<file path="src/rtl/spi_byte_queue_if.sv">
// Host and SPI-master signal bundle for spi_byte_queue.
//   slave  : view taken by spi_byte_queue (drives status, M_START/M_DOUT)
//   master : view taken by the host/master side (drives pushes, pops, M_BUSY/M_DIN)
// AW sizes the level outputs (AW+1 bits) and must match the queue's AW.
`timescale 1ns/1ps
interface spi_byte_queue_if #(parameter int AW = 3);
  logic          wr_en;
  logic [7:0]    wr_data;
  logic          tx_full;
  logic [AW:0]   tx_level;
  logic          rd_en;
  logic [7:0]    rd_data;
  logic          rx_empty;
  logic [AW:0]   rx_level;
  logic          rx_ovf;
  logic          start_err;
  logic          clr_err;
  logic          idle;
  logic          m_start;
  logic [7:0]    m_dout;
  logic          m_busy;
  logic [7:0]    m_din;

  modport slave (
    input  wr_en, wr_data, rd_en, clr_err, m_busy, m_din,
    output tx_full, tx_level, rd_data, rx_empty, rx_level,
           rx_ovf, start_err, idle, m_start, m_dout
  );

  modport master (
    output wr_en, wr_data, rd_en, clr_err, m_busy, m_din,
    input  tx_full, tx_level, rd_data, rx_empty, rx_level,
           rx_ovf, start_err, idle, m_start, m_dout
  );
endinterface

</file>
<file path="src/rtl/spi_byte_queue.sv">
// Byte-stream front end for an SPI master.
// Host bytes are queued in a TX FIFO; each is handed to the master with a
// one-cycle m_start and a start/busy handshake. The byte returned by the
// master is captured into an RX FIFO (first-word fall-through on rd_data).
// Ports:
//   clk, rst_n : clock, asynchronous active-low reset
//   bus        : spi_byte_queue_if.slave
//     host side   wr_en/wr_data/tx_full/tx_level, rd_en/rd_data/rx_empty/rx_level
//     status      rx_ovf, start_err (sticky, cleared by clr_err), idle
//     master side m_start/m_dout out, m_busy/m_din in
`timescale 1ns/1ps
module spi_byte_queue #(
  parameter int DEPTH         = 8,
  parameter int AW            = $clog2(DEPTH),
  parameter int START_TIMEOUT = 15
) (
  input  logic            clk,
  input  logic            rst_n,
  spi_byte_queue_if.slave bus
);
  localparam int          TW   = $clog2(START_TIMEOUT + 1);
  localparam logic [AW:0] FULL = (AW+1)'(DEPTH);

  typedef enum logic [1:0] {S_IDLE, S_WAIT, S_XFER, S_CAPT} state_t;
  state_t state_q, state_d;

  logic [7:0]    tx_mem [DEPTH];
  logic [AW-1:0] tx_wp, tx_rp;
  logic [AW:0]   tx_cnt;
  logic [7:0]    rx_mem [DEPTH];
  logic [AW-1:0] rx_wp, rx_rp;
  logic [AW:0]   rx_cnt;

  logic [TW-1:0] to_cnt;
  logic [7:0]    dout_q, din_q;
  logic          start_q, ovf_q, err_q;

  logic tx_push, tx_pop, rx_push, rx_pop, set_ovf, set_err;

  assign tx_push = bus.wr_en && (tx_cnt != FULL);
  assign rx_pop  = bus.rd_en && (rx_cnt != '0);

  always_comb begin
    state_d = state_q;
    tx_pop  = 1'b0;
    rx_push = 1'b0;
    set_ovf = 1'b0;
    set_err = 1'b0;
    case (state_q)
      S_IDLE: if (tx_cnt != '0 && !bus.m_busy) begin
        tx_pop  = 1'b1;
        state_d = S_WAIT;
      end
      S_WAIT: begin
        if (bus.m_busy) state_d = S_XFER;
        else if (to_cnt == TW'(START_TIMEOUT - 1)) begin
          set_err = 1'b1;
          state_d = S_IDLE;
        end
      end
      S_XFER: if (!bus.m_busy) state_d = S_CAPT;
      S_CAPT: begin
        // Host pop in this cycle frees a slot before the capture lands.
        if (rx_cnt != FULL || rx_pop) rx_push = 1'b1;
        else                          set_ovf = 1'b1;
        state_d = S_IDLE;
      end
      default: state_d = S_IDLE;
    endcase
  end

  always_ff @(posedge clk or negedge rst_n)
    if (!rst_n) state_q <= S_IDLE;
    else        state_q <= state_d;

  // FIFO storage carries no reset; rd_data is gated by the empty flag.
  always_ff @(posedge clk) begin
    if (tx_push) tx_mem[tx_wp] <= bus.wr_data;
    if (rx_push) rx_mem[rx_wp] <= din_q;
  end

  always_ff @(posedge clk or negedge rst_n) begin
    if (!rst_n) begin
      tx_wp  <= '0;
      tx_rp  <= '0;
      tx_cnt <= '0;
      rx_wp  <= '0;
      rx_rp  <= '0;
      rx_cnt <= '0;
    end else begin
      if (tx_push) tx_wp <= tx_wp + AW'(1);
      if (tx_pop)  tx_rp <= tx_rp + AW'(1);
      tx_cnt <= tx_cnt + (AW+1)'(tx_push) - (AW+1)'(tx_pop);
      if (rx_push) rx_wp <= rx_wp + AW'(1);
      if (rx_pop)  rx_rp <= rx_rp + AW'(1);
      rx_cnt <= rx_cnt + (AW+1)'(rx_push) - (AW+1)'(rx_pop);
    end
  end

  always_ff @(posedge clk or negedge rst_n) begin
    if (!rst_n) begin
      start_q <= 1'b0;
      dout_q  <= '0;
      din_q   <= '0;
      to_cnt  <= '0;
      ovf_q   <= 1'b0;
      err_q   <= 1'b0;
    end else begin
      start_q <= tx_pop;
      if (tx_pop) dout_q <= tx_mem[tx_rp];
      if (tx_pop)                                 to_cnt <= '0;
      else if (state_q == S_WAIT && !bus.m_busy) to_cnt <= to_cnt + TW'(1);
      // Sample the returned byte on the cycle busy is seen low.
      if (state_q == S_XFER && !bus.m_busy) din_q <= bus.m_din;
      // Set beats a simultaneous clear.
      ovf_q <= set_ovf | (ovf_q & ~bus.clr_err);
      err_q <= set_err | (err_q & ~bus.clr_err);
    end
  end

  assign bus.tx_full   = (tx_cnt == FULL);
  assign bus.tx_level  = tx_cnt;
  assign bus.rx_empty  = (rx_cnt == '0);
  assign bus.rx_level  = rx_cnt;
  assign bus.rd_data   = (rx_cnt == '0) ? 8'h00 : rx_mem[rx_rp];
  assign bus.rx_ovf    = ovf_q;
  assign bus.start_err = err_q;
  assign bus.idle      = (state_q == S_IDLE) && (tx_cnt == '0);
  assign bus.m_start   = start_q;
  assign bus.m_dout    = dout_q;
endmodule

</file>
<file path="src/flat_wrapper.sv">
// flat-port wrapper written by rule: the top's interface ports become plain ports
module spi_byte_queue_flat 
#(
  parameter int DEPTH         = 8,
  parameter int AW            = $clog2(DEPTH),
  parameter int START_TIMEOUT = 15
)
  (clk, rst_n, bus_wr_en, bus_wr_data, bus_rd_en, bus_clr_err, bus_m_busy, bus_m_din, bus_tx_full, bus_tx_level, bus_rd_data, bus_rx_empty, bus_rx_level, bus_rx_ovf, bus_start_err, bus_idle, bus_m_start, bus_m_dout);
  spi_byte_queue_if #(.AW(AW)) bus_i ();
  input  logic clk;
  input  logic rst_n;
  input wire logic [$bits(bus_i.wr_en)-1:0] bus_wr_en;
  input wire logic [$bits(bus_i.wr_data)-1:0] bus_wr_data;
  input wire logic [$bits(bus_i.rd_en)-1:0] bus_rd_en;
  input wire logic [$bits(bus_i.clr_err)-1:0] bus_clr_err;
  input wire logic [$bits(bus_i.m_busy)-1:0] bus_m_busy;
  input wire logic [$bits(bus_i.m_din)-1:0] bus_m_din;
  output wire logic [$bits(bus_i.tx_full)-1:0] bus_tx_full;
  output wire logic [$bits(bus_i.tx_level)-1:0] bus_tx_level;
  output wire logic [$bits(bus_i.rd_data)-1:0] bus_rd_data;
  output wire logic [$bits(bus_i.rx_empty)-1:0] bus_rx_empty;
  output wire logic [$bits(bus_i.rx_level)-1:0] bus_rx_level;
  output wire logic [$bits(bus_i.rx_ovf)-1:0] bus_rx_ovf;
  output wire logic [$bits(bus_i.start_err)-1:0] bus_start_err;
  output wire logic [$bits(bus_i.idle)-1:0] bus_idle;
  output wire logic [$bits(bus_i.m_start)-1:0] bus_m_start;
  output wire logic [$bits(bus_i.m_dout)-1:0] bus_m_dout;
  assign bus_i.wr_en = bus_wr_en;
  assign bus_i.wr_data = bus_wr_data;
  assign bus_i.rd_en = bus_rd_en;
  assign bus_i.clr_err = bus_clr_err;
  assign bus_i.m_busy = bus_m_busy;
  assign bus_i.m_din = bus_m_din;
  assign bus_tx_full = bus_i.tx_full;
  assign bus_tx_level = bus_i.tx_level;
  assign bus_rd_data = bus_i.rd_data;
  assign bus_rx_empty = bus_i.rx_empty;
  assign bus_rx_level = bus_i.rx_level;
  assign bus_rx_ovf = bus_i.rx_ovf;
  assign bus_start_err = bus_i.start_err;
  assign bus_idle = bus_i.idle;
  assign bus_m_start = bus_i.m_start;
  assign bus_m_dout = bus_i.m_dout;
  spi_byte_queue #(.DEPTH(DEPTH), .AW(AW), .START_TIMEOUT(START_TIMEOUT)) u_core (.clk(clk), .rst_n(rst_n), .bus(bus_i));
endmodule
</file>
<file path="config.mk">
export PLATFORM = sky130hd
export DESIGN_NAME = spi_byte_queue_flat
export DESIGN_NICKNAME = d
export VERILOG_FILES = /design/src/rtl/spi_byte_queue_if.sv /design/src/rtl/spi_byte_queue.sv /design/src/flat_wrapper.sv
export SDC_FILE = /design/constraint.sdc
export NUM_CORES = 1
export LEC_CHECK = 0
export ABC_AREA = 1
export ABC_CLOCK_PERIOD_IN_PS = 2400
export CORE_UTILIZATION = 35
export CTS_BUF_LIST = sky130_fd_sc_hd__clkbuf_4
export DETAILED_ROUTE_END_ITERATION = 6
export HOLD_SLACK_MARGIN = 0.06
export SYNTH_ARGS = -nofsm -noshare
export SYNTH_HDL_FRONTEND = slang
export SYNTH_SLANG_ARGS = --single-unit
</file>
<file path="constraint.sdc">
create_clock -name clk -period 2.4 [get_ports clk]
set_input_delay 0.48 -clock clk [delete_from_list [all_inputs] [get_ports clk]]
set_output_delay 0.48 -clock clk [all_outputs]
set_load 0.005 [all_outputs]
</file>
# After elaboration in Yosys (flattened, before gate mapping)
# Memory sizes are Yosys's and may differ from the RTL's. A register that Yosys moved wholly into a read port is not among the register bits.
# Cells that the tools add are included.
word_totals:
  ram_bits: 128
  out_inout_bits: 30
  input_bits: 22
  reg_bits: 37
  n_memories: 2
  word_cells: 75
classes:
  eq_ne: 10
  reduce_logical: 16
  bitwise: 5
  n_addsub: 9
  n_mux: 21
mem_list:
  columns: ["memory", "depth", "width", "rd", "rd_clocked_by_memory_dff", "wr", "line", "rtl"]
  rows:
  - ["u_core.rx_mem", 8, 8, 1, 0, 1, "spi_byte_queue.sv:30", "logic [7:0] rx_mem [DEPTH];"]
  - ["u_core.tx_mem", 8, 8, 1, 1, 1, "spi_byte_queue.sv:27", "logic [7:0] tx_mem [DEPTH];"]
op_table:
  columns: ["op", "count"]
  rows:
  - ["1-bit 2-to-1 mux", 13]
  - ["3-bit by 1-bit adder with 3-bit output, second input constant", 4]
  - ["4-bit by 1-bit adder with 4-bit output", 2]
  - ["4-bit == test, second input constant", 2]
  - ["4-bit logical NOT", 2]
  - ["2-bit 2-to-1 mux", 4]
  - ["4-bit 2-to-1 mux", 2]
  - ["8-bit 2-to-1 mux", 1]
  - ["4-bit inequality test, second input constant", 2]
  - ["2-bit one-hot mux with 4 select lines", 1]
  - ["4-bit nonzero test", 2]
  - ["4-bit by 1-bit subtractor with 4-bit output", 2]
  - ["1-bit logical AND", 6]
  - ["4-bit by 1-bit adder with 4-bit output, second input constant", 1]
  - ["2-bit == test, second input constant", 2]
  - ["3-bit by 2-bit inequality test with 1-bit output, second input constant", 1]
  - ["3-bit AND reduction", 1]
  - ["1-bit AND", 2]
  - ["2-bit by 1-bit == test with 1-bit output, second input constant", 1]
  - ["1-bit logical NOT", 2]
  - ["2-bit logical NOT", 1]
  - ["2-bit by 1-bit inequality test with 1-bit output, second input constant", 1]
  - ["2-bit inequality test, second input constant", 1]
  - ["1-bit bitwise OR", 2]
  - ["3 further kinds", 3]

# Depth between registers and ports, before layout
# Gate-level depths: netlist of the first run.
logic_depth:
  word_depth: 7
  mapped_depth: 11
  mapped_depth_nobuf: 11

# Least setup slack after synthesis of the first run
# No wires, ideal clock.
synth_path:
  path_kind: "reg-to-reg"
  start: "reg u_core.rx_cnt[2], in the netlist u_core.bus.rx_level[2]"
  end: "reg u_core.rx_cnt[2], in the netlist u_core.bus.rx_level[2]"
  stages_incl_launch_ff: 12
  arrival_time_ps: 1882
  path_buffers: 0
  setup_ps: 123
  setup_slack_ps: 395
  period_less_slack_ps: 2005
  required_time_ps: 2277
  path_cell_list: "dfrtp_1 inv_1 ha_1 nand2_4 nand2_4 inv_1 ha_1 inv_1 ha_1 inv_1 fa_1 xnor2_1"
synth_via:
  elab_chain_len: 7
  word_cells_on_any_way: 8
  classes_between: "add/sub (2); eq/ne (1); mux (2); reduce/logical (3)"
synth_rtl:
  columns: ["item", "line", "rtl"]
  rows:
  - ["from (decl)", "spi_byte_queue.sv:32", "logic [AW:0] rx_cnt;"]
  - ["from (signal assigned)", "spi_byte_queue.sv:96", "rx_cnt <= rx_cnt + (AW+1)'(rx_push) - (AW+1)'(rx_pop);"]
  - ["4-bit nonzero test *", "spi_byte_queue.sv:41", "assign rx_pop = bus.rd_en && (rx_cnt != '0);"]
  - ["1-bit logical AND *", "spi_byte_queue.sv:41", null]
  - ["net u_core.rx_pop", "spi_byte_queue.sv:38", "logic tx_push, tx_pop, rx_push, rx_pop, set_ovf, set_err;"]
  - ["1-bit logical OR", "spi_byte_queue.sv:64", "if (rx_cnt != FULL || rx_pop) rx_push = 1'b1;"]
  - ["1-bit 2-to-1 mux", "spi_byte_queue.sv:64", null]
  - ["1-bit 2-to-1 mux", "spi_byte_queue.sv:49", "case (state_q)"]
  - ["4-bit by 1-bit adder with 4-bit output", "spi_byte_queue.sv:96", null]
  - ["4-bit by 1-bit subtractor with 4-bit output *", "spi_byte_queue.sv:96", null]
# Mark *: on every way through the listed nets, which the timed path passes. The rest lies on a longest branch.
# A chain may end at the register's enable or synchronous reset.

# Worst setup path after layout of the first run
layout_path:
  start: "reg u_core.rx_rp[0]"
  end: "out bus_rd_data[0]"
layout_via:
  elab_chain_len: 2
layout_rtl:
  columns: ["item", "line", "rtl"]
  rows:
  - ["from (decl)", "spi_byte_queue.sv:31", "logic [AW-1:0] rx_wp, rx_rp;"]
  - ["from (signal assigned)", "spi_byte_queue.sv:95", "if (rx_pop) rx_rp <= rx_rp + AW'(1);"]
  - ["memory read 8 x 8 bit", null, null]
  - ["8-bit 2-to-1 mux", "spi_byte_queue.sv:125", "assign bus.rd_data = (rx_cnt == '0) ? 8'h00 : rx_mem[rx_rp];"]
  - ["to (decl)", "flat_wrapper.sv:20", "output wire logic [$bits(bus_i.rd_data)-1:0] bus_rd_data;"]
# No other way between the ends.

==> results of run 1 <==
-- registers in the layout, summed over array words and instances, names as in the netlist, 4 cells and up, named ones only --
register and cells:
u_core.bus.m_dout 8, u_core.bus.rx_level 4, u_core.bus.tx_level 4, u_core.din_q 8, u_core.rx_mem 64, u_core.to_cnt 4, u_core.tx_mem 64
-- timing repair --
item / CTS / global route
gates cloned: 3 / 2
buffers inserted: 7 / 3
setup endpoints to repair: 11 / 9
pin swaps: 20 / 24
endpoints found under the hold margin: 45 / 0
gates resized for setup: 54 / 28
hold buffers: 1 / 0
-- metal layers --
metal,wire (um),GRT usage [%]
met2,7880,25.8
met1,6730,16.9
met4,282,5.30
met5,0,0
met3,478,3.09
-- worst paths after layout --
path | to
setup / recovery | bus_rd_data[0]
hold / removal | u_core.bus.m_dout[2]
setup reg to reg | u_core.bus.rx_level[1]
hold reg to reg | u_core.bus.m_dout[2]
max in group asynchronous | u_core.rx_rp[1]
min in group asynchronous | u_core.bus.m_dout[3]
-- power by group --
part           switching (mW)  internal [mW]  leakage (nW)
sequential              0.561           3.98          1.71
combinational            2.38           1.93          2.15
clock                    1.13          0.578         0.163
-- critical path: stages (launching register included) --
cell	delay (ns)
dfrtp_2	0.44
buf_6	0.14
buf_12	0.14
clkbuf_16	0.16
nand2_2	0.06
nand3_1	0.07
nand3_1	0.07
nand2_1	0.06
nor2_1	0.12
buf_2	0.13
-- placed cells by master, fill, tap and decap left out, types with 3 or more instances in the layout --
cell type	instances
nand2_1	166
mux2_2	8
buf_2	9
nand2_2	10
a21oi_1	4
inv_1	107
inv_8	3
inv_2	7
o21ai_0	15
edfxtp_1	128
nand3_1	60
dfrtp_1	42
clkinv_8	4
clkbuf_4	17
buf_4	32
nor2_1	71
nor2_2	9
inv_6	5
xnor2_1	5
nand2_4	4
xor2_1	6
nor2_4	7
dfrtp_2	3
ha_1	16
o21ai_1	8
clkdlybuf4s50_1	39
buf_16	3
nand3_2	18
-- kinds of logic (layout without fill, tap and decap cells) --
kind of cell / Yosys count / count (layout) / share of synthesized area [%]
muxes: 8 / 8 / 1.17
AOI/OAI and AO/OA: 32 / 32 / 2.22
adders and majority gates: 19 / 19 / 3.28
buffers and inverters: 142 / 240 / 7.84
DFF: 173 / 173 / 64.5
and+or+nand+nor: 348 / 348 / 19.8
xor gates and xnor gates: 11 / 11 / 1.25
-- Yosys cell counts, drive strengths merged --
library cell  instances
o22ai                 2
xnor2                 5
nor2                 87
buf                  23
fa                    2
o211ai                2
clkbuf                3
o21ai                24
nand3b                1
nand3                79
mux2                  8
ha                   17
dfrtp                45
a21oi                 4
inv                 116
xor2                  6
or2                   1
nand2               180
edfxtp              128
-- area by class of cell --
| class | count | area [um^2] | share of cell area, % |
|---|---|---|---|
| tap | 275 | 344 | 3.73 |
| clock inverter | 15 | 180 | 1.95 |
| multi-input combinational | 418 | 2260 | 24.5 |
| sequential | 173 | 4970 | 53.9 |
| inverter | 116 | 443 | 4.80 |
| timing repair buffer | 92 | 900 | 9.75 |
| clock buffer | 17 | 128 | 1.38 |
-- metrics by stage --
stage	cells	setup WS, ns
floorplan	733	0.395
global placement	1058	0.123
detailed placement	1058	0.0771
CTS	1101	-0.0176
global route	1106	-0.148
finish	1106	-0.00541
==> flow_metrics.env, run 1 <==
export IMPL_hold_viol_final=0
export IMPL_path_class="reg2out"
export IMPL_setup_slack_ns=-0.00541
export IMPL_viasPerCell=4.48
export IMPL_r2r_cells=12
export IMPL_clock_skew_ns=0.0233
export IMPL_post_dp_cell_area_um2=8590
export IMPL_cts_clk_slew_worst_paths_ns=0.16
export IMPL_arrival_ns=1.93
export IMPL_rsz0062_at_grt="true"
export IMPL_p_leak_nw=4.02
export IMPL_max_freq_mhz=416
export IMPL_dp_hpwl_mm=9.69
export IMPL_syn_inst=733
export IMPL_antenna_found_initial=0
export IMPL_hold_depth=2
export IMPL_grt_pass1_wl_mm=24.3
export IMPL_violations="setup timing"
export IMPL_die_w_um=150
export IMPL_io_pins=52
export IMPL_fin_nets=859
export IMPL_syn_mean_instance_area_um2=10.5
export IMPL_grt_usage_pct=14.4
export IMPL_fp_dieH_um=150
export IMPL_rrSetupSlack_ns=0.22
export IMPL_num_antenna_cells=0
export IMPL_totalPowerFinal_mw=10.5
export IMPL_synth_seq_area_share_pct=64.5
export IMPL_power_density_nw_per_um2=1140
export IMPL_clockRootBuffer="clkbuf_4"
export IMPL_fin_crit_ns=2.41
export IMPL_synth_top_area_share_pct=49.9
export IMPL_hold_path_class="reg2reg"
export IMPL_start_kind="register"
export IMPL_antenna_left=0
export IMPL_ys_top_cells_by_area="edfxtp_1 50%, dfrtp_1 15%, nand2_1 8.5%"
export IMPL_synthesis_area_um2=7710
export IMPL_wirelength_mm=15.4
export IMPL_yosysUniqueCellTypes=33
export IMPL_drv_cap=0
export IMPL_worst_pin_slew_ns=0.680
export IMPL_core_um2=21300
export IMPL_peakVddDrop_uv=384
export IMPL_fillerInstances=1986
export IMPL_whs_ns=0.502
export IMPL_area_delta_synth_final_pct=19.7
export IMPL_clock_latency_ns=0.54
export IMPL_fin_crit_sh_pct=100
export IMPL_htreeDepth=4
export IMPL_gr_total_overflow=0
export IMPL_fin_area_um2=9230
export IMPL_synth_seq_cells=173
export IMPL_firstDrtPassIters=5
export IMPL_status="finished with violations"
export IMPL_min_delay_start="u_core.bus.m_dout[2]"
export IMPL_synth_top_area_cell="edfxtp_1"
export IMPL_crit_start="u_core.rx_rp[0]"
export IMPL_initial_utilization_pct=36.2
export IMPL_maxSlewHeadroom_pct=54.7
export IMPL_die_area_um2=22600
export IMPL_crit_required_ns=1.92
export IMPL_drc=0
export IMPL_ys_warn_count=0
export IMPL_slew_violations=0
export IMPL_vias=4954
export IMPL_cts_sinks=173
export IMPL_utilization_pct=43.4
export IMPL_fp_row_count=53
export IMPL_r2r_start="u_core.bus.rx_level[2]"
export IMPL_grt_pass1_vias=4812
export IMPL_setup_tns_final_ns=-0.00541
export IMPL_port_buffer_count=51
export IMPL_gp_congestion=0.778
export IMPL_cts_tree="built"
export IMPL_wl_per_cell_um=13.9
export IMPL_drt_initial_drc_count=236
export IMPL_clockBufferDepth=2
export IMPL_path_max_fanout=5
export IMPL_crit_path_end_kind="primary output"
export IMPL_grt_max_degree=46
export IMPL_cts_buffers=17
export IMPL_drive_gt1_share_pct=18.2
export IMPL_synth_nets=774
export IMPL_setup_violations=1
Note: power is estimated with default switching activity, not from simulation.
==> inputs of run 2 (changes only) <==
==> constraint.sdc (replaced) <==
create_clock -name clk -period 2.4 [get_ports clk]
set_input_delay 0.48 -clock clk [delete_from_list [all_inputs] [get_ports clk]]
set_output_delay 0.48 -clock clk [all_outputs]
set_load 0.1 [all_outputs]
==> run 2 against run 1 <==
The flow still finishes with violations (setup timing). Cell count fell by 0.81%. Critical endpoint is now bus_rd_data[3]. Worst setup slack got worse by 0.0046 ns. Clock skew fell by 0.0080 ns. Design area fell by 1.1%. Wire length fell by 6.5%. Count of clock-buffer cells in the layout did not move. Sequential share of layout area rose by 0.74 points.
==> flow_metrics.env, run 2 (synthesized netlist as in run 1, its figures left out) <==
export IMPL_antenna_left=0
export IMPL_path_max_fanout=21
export IMPL_arrival_ns=1.93
export IMPL_gr_total_overflow=0
export IMPL_top_regs="u_core.rx_mem x64, u_core.tx_mem x64"
export IMPL_gp_congestion=0.759
export IMPL_clockRootBuffer="clkbuf_4"
export IMPL_r2r_start="u_core.bus.rx_level[2]"
export IMPL_setup_slack_ns=-0.0101
export IMPL_timing_rr_end="u_core.bus.rx_level[2]"
export IMPL_io_pins=52
export IMPL_status="finished with violations"
export IMPL_die_area_um2=22600
export IMPL_cts_tree="built"
export IMPL_rsz0062_at_grt="true"
export IMPL_firstDrtPassIters=4
export IMPL_worst_pin_slew_ns=0.610
export IMPL_grt_use_met3_pct=2.55
export IMPL_drt_initial_drc_count=221
export IMPL_clock_latency_ns=0.57
export IMPL_dp_hpwl_mm=9.88
export IMPL_fin_crit_sh_pct=100
export IMPL_setup_violations=3
export IMPL_rrSetupSlack_ns=0.21
export IMPL_fin_nets=850
export IMPL_grt_max_degree=34
export IMPL_viasPerCell=4.39
export IMPL_r2r_cells=11
export IMPL_clock_skew_ns=0.0152
export IMPL_use_met2_pct=24.7
export IMPL_max_freq_mhz=415
export IMPL_layout_common_cells="175 x nand2_1, 128 x edfxtp_1, 109 x inv_1"
export IMPL_drc=0
export IMPL_vias=4818
export IMPL_mostFrequentLayoutCell="nand2_1"
export IMPL_cts_sinks=173
export IMPL_core_um2=21300
export IMPL_cts_buffers=17
export IMPL_clockBufferDepth=2
export IMPL_num_antenna_cells=0
export IMPL_grt_pass1_vias=4681
export IMPL_busiest_layer="met2"
export IMPL_antenna_found_initial=0
export IMPL_port_buffer_count=51
export IMPL_maxSlewHeadroom_pct=59.3
export IMPL_path_class="reg2out"
export IMPL_wirelength_mm=14.4
export IMPL_htreeDepth=4
export IMPL_violations="setup timing"
export IMPL_fp_row_count=53
export IMPL_grt_pass1_wl_mm=23.8
export IMPL_crit_path_end_kind="primary output"
export IMPL_area_delta_synth_final_pct=18.4
export IMPL_die_w_um=150
export IMPL_cts_clk_slew_worst_paths_ns=0.15
export IMPL_hold_viol_final=0
export IMPL_initial_utilization_pct=36.2
export IMPL_fp_dieH_um=150
export IMPL_grt_use_met1_pct=16.6
export IMPL_drv_cap=0
export IMPL_start_kind="register"
export IMPL_pre_cts_ws_ns=0.0951
export IMPL_drive_gt1_share_pct=19.6
export IMPL_crit_required_ns=1.92
export IMPL_hold_path_class="in2async"
export IMPL_slew_violations=0
export IMPL_grt_usage_pct=13.9
export IMPL_fin_crit_ns=2.41
export IMPL_wl_per_cell_um=13.1
[run 2: cell types whose count changed in the layout (fill, tap and decap cells not counted), moves of 7 or more]
| cell | change |
|---|---|
| nand3_2 | -8 |
| buf_2 | -8 |
| nor2_1 | -7 |
| buf_4 | +15 |
| buf_12 | +11 |
| nand2_2 | -9 |
| clkdlybuf4s50_1 | -19 |
| nand3_1 | +8 |
| nand2_1 | +9 |
| dfrtp_2 | +7 |
| dfrtp_1 | -8 |
[run 2: per-layer routing]
metal  routed length, um  share of wire [%]  up-vias
li1                    -                  -     2505
met1                6320                 44     2222
met2                7440                 52       72
met3                 393                2.7       19
met4                 212                1.5        0
met5                   0                  0        -
[run 2: critical path, stage by stage (launching register included)]
cell	delay, ns
dfrtp_2	0.48
buf_12	0.17
nor2_1	0.11
nor2_1	0.04
o21ai_1	0.09
nand2_1	0.12
nor2_2	0.14
nor2_4	0.05
buf_12	0.16
[run 2: how the worst max path moves through the flow]
stage / start / to / slack, ns / cells after the start
2_1_floorplan: u_core.bus.tx_level[2] / u_core.bus.tx_level[2] / 0.009 / 11
3_3_place_gp: bus_m_busy / u_core.bus.tx_level[2] / 0.10 / 10
3_5_place_dp: bus_m_busy / u_core.bus.tx_level[1] / 0.1 / 10
4_1_cts: u_core.rx_rp[0] / bus_rd_data[0] / -0.08 / 8
5_1_grt: u_core.rx_rp[0] / bus_rd_data[3] / -0.17 / 8
6_report: u_core.rx_rp[0] / bus_rd_data[3] / -0.01 / 8
[run 2: timing repair]
item | CTS | global route
setup endpoints to repair | 8 | 9
pin swaps | 2 | 4
hold buffers | 1 | 0
resized for setup | 20 | 4
buffers inserted | 3 | 1
endpoints found under the hold margin | 12 | 0
[run 2: final cells by class]
cell class              count  area (um^2)
clock buffers              17          128
clock inverters            15          155
fillers                  2018        12200
inverters                 116          445
multi-input cells         418         2230
flip-flops and latches    173         4990
well taps                 275          344
repair buffers             83          840
[run 2: stage by stage]
step | hold WS (ns) | util [%] | cells | cell area, um^2 | setup TNS, ns
CTS | 0.279 | 42.7 | 1096 | 9090 | -0.615
floorplan | 0.184 | - | 733 | 7780 | 0
finish | 0.317 | 42.9 | 1097 | 9130 | -0.0141
detailed placement | 0.403 | 41.0 | 1060 | 8730 | 0
global placement | 0.403 | 41.0 | 1060 | 8730 | 0
global route | 0.302 | 42.9 | 1097 | 9130 | -1.14
Power of run 2 is not shown: default switching activity piles up to over one toggle a cycle in this logic, so the estimate is an artifact.
==> inputs of run 3 (changes only) <==
--- a/config.mk
+++ b/config.mk
@@ -6,7 +6,7 @@
 export NUM_CORES = 1
 export LEC_CHECK = 0
 export ABC_AREA = 1
-export ABC_CLOCK_PERIOD_IN_PS = 2400
+export ABC_CLOCK_PERIOD_IN_PS = 3000
 export CORE_UTILIZATION = 35
 export CTS_BUF_LIST = sky130_fd_sc_hd__clkbuf_4
 export DETAILED_ROUTE_END_ITERATION = 6
==> constraint.sdc (replaced) <==
create_clock -name clk -period 3 [get_ports clk]
set_input_delay 0.6 -clock clk [delete_from_list [all_inputs] [get_ports clk]]
set_output_delay 0.6 -clock clk [all_outputs]
set_load 0.1 [all_outputs]
==> run 3 against run 2 <==
The run now ends clean. First-iteration DRC count rose by 84%. Register-to-register slack improved by 0.56 ns. Cell count shrank 1.8%. Non-clock buffer count shrank 20. Largest cell class unchanged.
==> flow_metrics.env, run 3 (synthesized netlist as in run 1, its figures left out) <==
export IMPL_clockBufferDepth=2
export IMPL_cts_tree="built"
export IMPL_wl_per_cell_um=14.3
export IMPL_path_class="reg2out"
export IMPL_drt_initial_drc_count=406
export IMPL_die_w_um=150
export IMPL_num_antenna_cells=0
export IMPL_crit_required_ns=2.40
export IMPL_cp_cell_sequence="buf_4 > nand3_1 > nand3_1 > nand2_1 > nor2_2 > buf_12"
export IMPL_crit_buf_inv=2
export IMPL_initial_utilization_pct=36.2
export IMPL_gp_congestion=0.738
export IMPL_fillerInstances=2076
export IMPL_htreeDepth=4
export IMPL_cts_clk_slew_worst_paths_ns=0.15
export IMPL_dp_hpwl_mm=10.6
export IMPL_grt_max_degree=42
export IMPL_gr_total_overflow=0
export IMPL_cp_slowest_stage_delay_ns=0.60
export IMPL_drive_gt1_share_pct=15.0
export IMPL_maxSlewHeadroom_pct=46.4
export IMPL_worst_pin_slew_ns=0.804
export IMPL_arrival_ns=2.08
export IMPL_fin_crit_ns=2.68
export IMPL_viasPerCell=4.51
export IMPL_rsz0062_at_grt="false"
export IMPL_drv_cap=0
export IMPL_fp_dieH_um=150
export IMPL_start_kind="register"
export IMPL_die_area_um2=22600
export IMPL_clock_skew_ns=0.0247
export IMPL_wirelength_mm=15.4
export IMPL_crit_slowest_cell="dfrtp_1"
export IMPL_antenna_found_initial=0
export IMPL_io_pins=52
export IMPL_hold_path_class="in2async"
export IMPL_setup_violations=0
export IMPL_area_delta_synth_final_pct=14.2
export IMPL_postCtsHoldBufs=0
export IMPL_slew_violations=0
export IMPL_crit_path_end_kind="primary output"
export IMPL_crit_family="flip-flops"
export IMPL_clockRootBuffer="clkbuf_4"
export IMPL_cts_sinks=173
export IMPL_grt_pass1_vias=4898
export IMPL_layout_common_cells="175 x nand2_1, 128 x edfxtp_1, 109 x inv_1"
export IMPL_status="completed"
export IMPL_fp_row_count=53
export IMPL_grt_usage_pct=14.9
export IMPL_fin_nets=830
export IMPL_grt_pass1_wl_mm=25.5
export IMPL_port_buffer_count=51
export IMPL_crit_top_cell="nand3_1"
export IMPL_firstDrtPassIters=5
export IMPL_drc=0
export IMPL_antenna_left=0
export IMPL_hold_viol_final=0
export IMPL_max_freq_mhz=374
export IMPL_post_cts_buffers=0
export IMPL_mostFrequentLayoutCell="nand2_1"
export IMPL_setup_tns_final_ns=0
export IMPL_vias=4862
export IMPL_cts_buffers=17
export IMPL_path_max_fanout=17
export IMPL_clock_latency_ns=0.57
export IMPL_top_regs="u_core.rx_mem x64, u_core.tx_mem x64"
export IMPL_core_um2=21300
export IMPL_fin_crit_sh_pct=89.2
-- run 3: cell types whose count changed in the layout (fill, tap and decap cells not counted), sizes merged --
| cell | before | now |
|---|---|---|
| bufinv | 1 | 0 |
| clkinvlp | 4 | 1 |
| buf | 62 | 43 |
| clkinv | 3 | 2 |
| inv | 123 | 128 |
| dlygate4sd3 | 1 | 0 |
-- run 3: layout make-up --
type | instances | area (um^2) | area share, %
flip-flops and latches | 173 | 4970 | 56.4
multi-input cells | 418 | 2160 | 24.5
repair buffers | 63 | 624 | 7.09
inverters | 116 | 438 | 4.97
well taps | 275 | 344 | 3.91
clock inverters | 15 | 143 | 1.62
clock buffers | 17 | 128 | 1.45
-- run 3: timing repair --
action	CTS	global route
hold endpoints to repair	0	0
resized for setup	0	1
endpoints found under the setup margin	0	1
-- run 3: final timing paths --
check | to | depth (start not counted) | slack, ns | start
hold / removal | u_core.bus.rx_level[3] | 1 | 0.11 | rst_n
max in group asynchronous | u_core.din_q[1] | 2 | 2.21 | rst_n
min in group clk | u_core.bus.m_dout[3] | 2 | 0.53 | u_core.bus.m_dout[3]
setup reg to reg | u_core.bus.tx_level[2] | 11 | 0.77 | u_core.bus.tx_level[2]
setup / recovery | bus_rd_data[2] | 6 | 0.32 | u_core.rx_rp[1]
hold reg to reg | u_core.bus.m_dout[3] | 2 | 0.53 | u_core.bus.m_dout[3]
-- run 3: per-layer routing --
metal	routed length (um)	vias up	global-route usage, %
met5	0	-	0
met4	98	0	3.33
met3	630	8	3.45
met2	7880	89	26.0
met1	6750	2301	18.7
li1	-	2464	-
-- run 3: stage by stage --
step                      worst slack (ns)  util (%)  hold WS [ns]  instance area, um^2  std cells
after floorplan                     0.0371         -         0.304                 7730        733
after global placement               0.392      40.1         0.502                 8530       1045
after detailed placement             0.363      40.1         0.495                 8530       1045
after CTS                            0.171      41.3        0.0953                 8800       1077
after global routing                0.0904      41.4         0.114                 8800       1077
final                                0.324      41.4         0.106                 8800       1077
Power of run 3 is left out for the same reason.
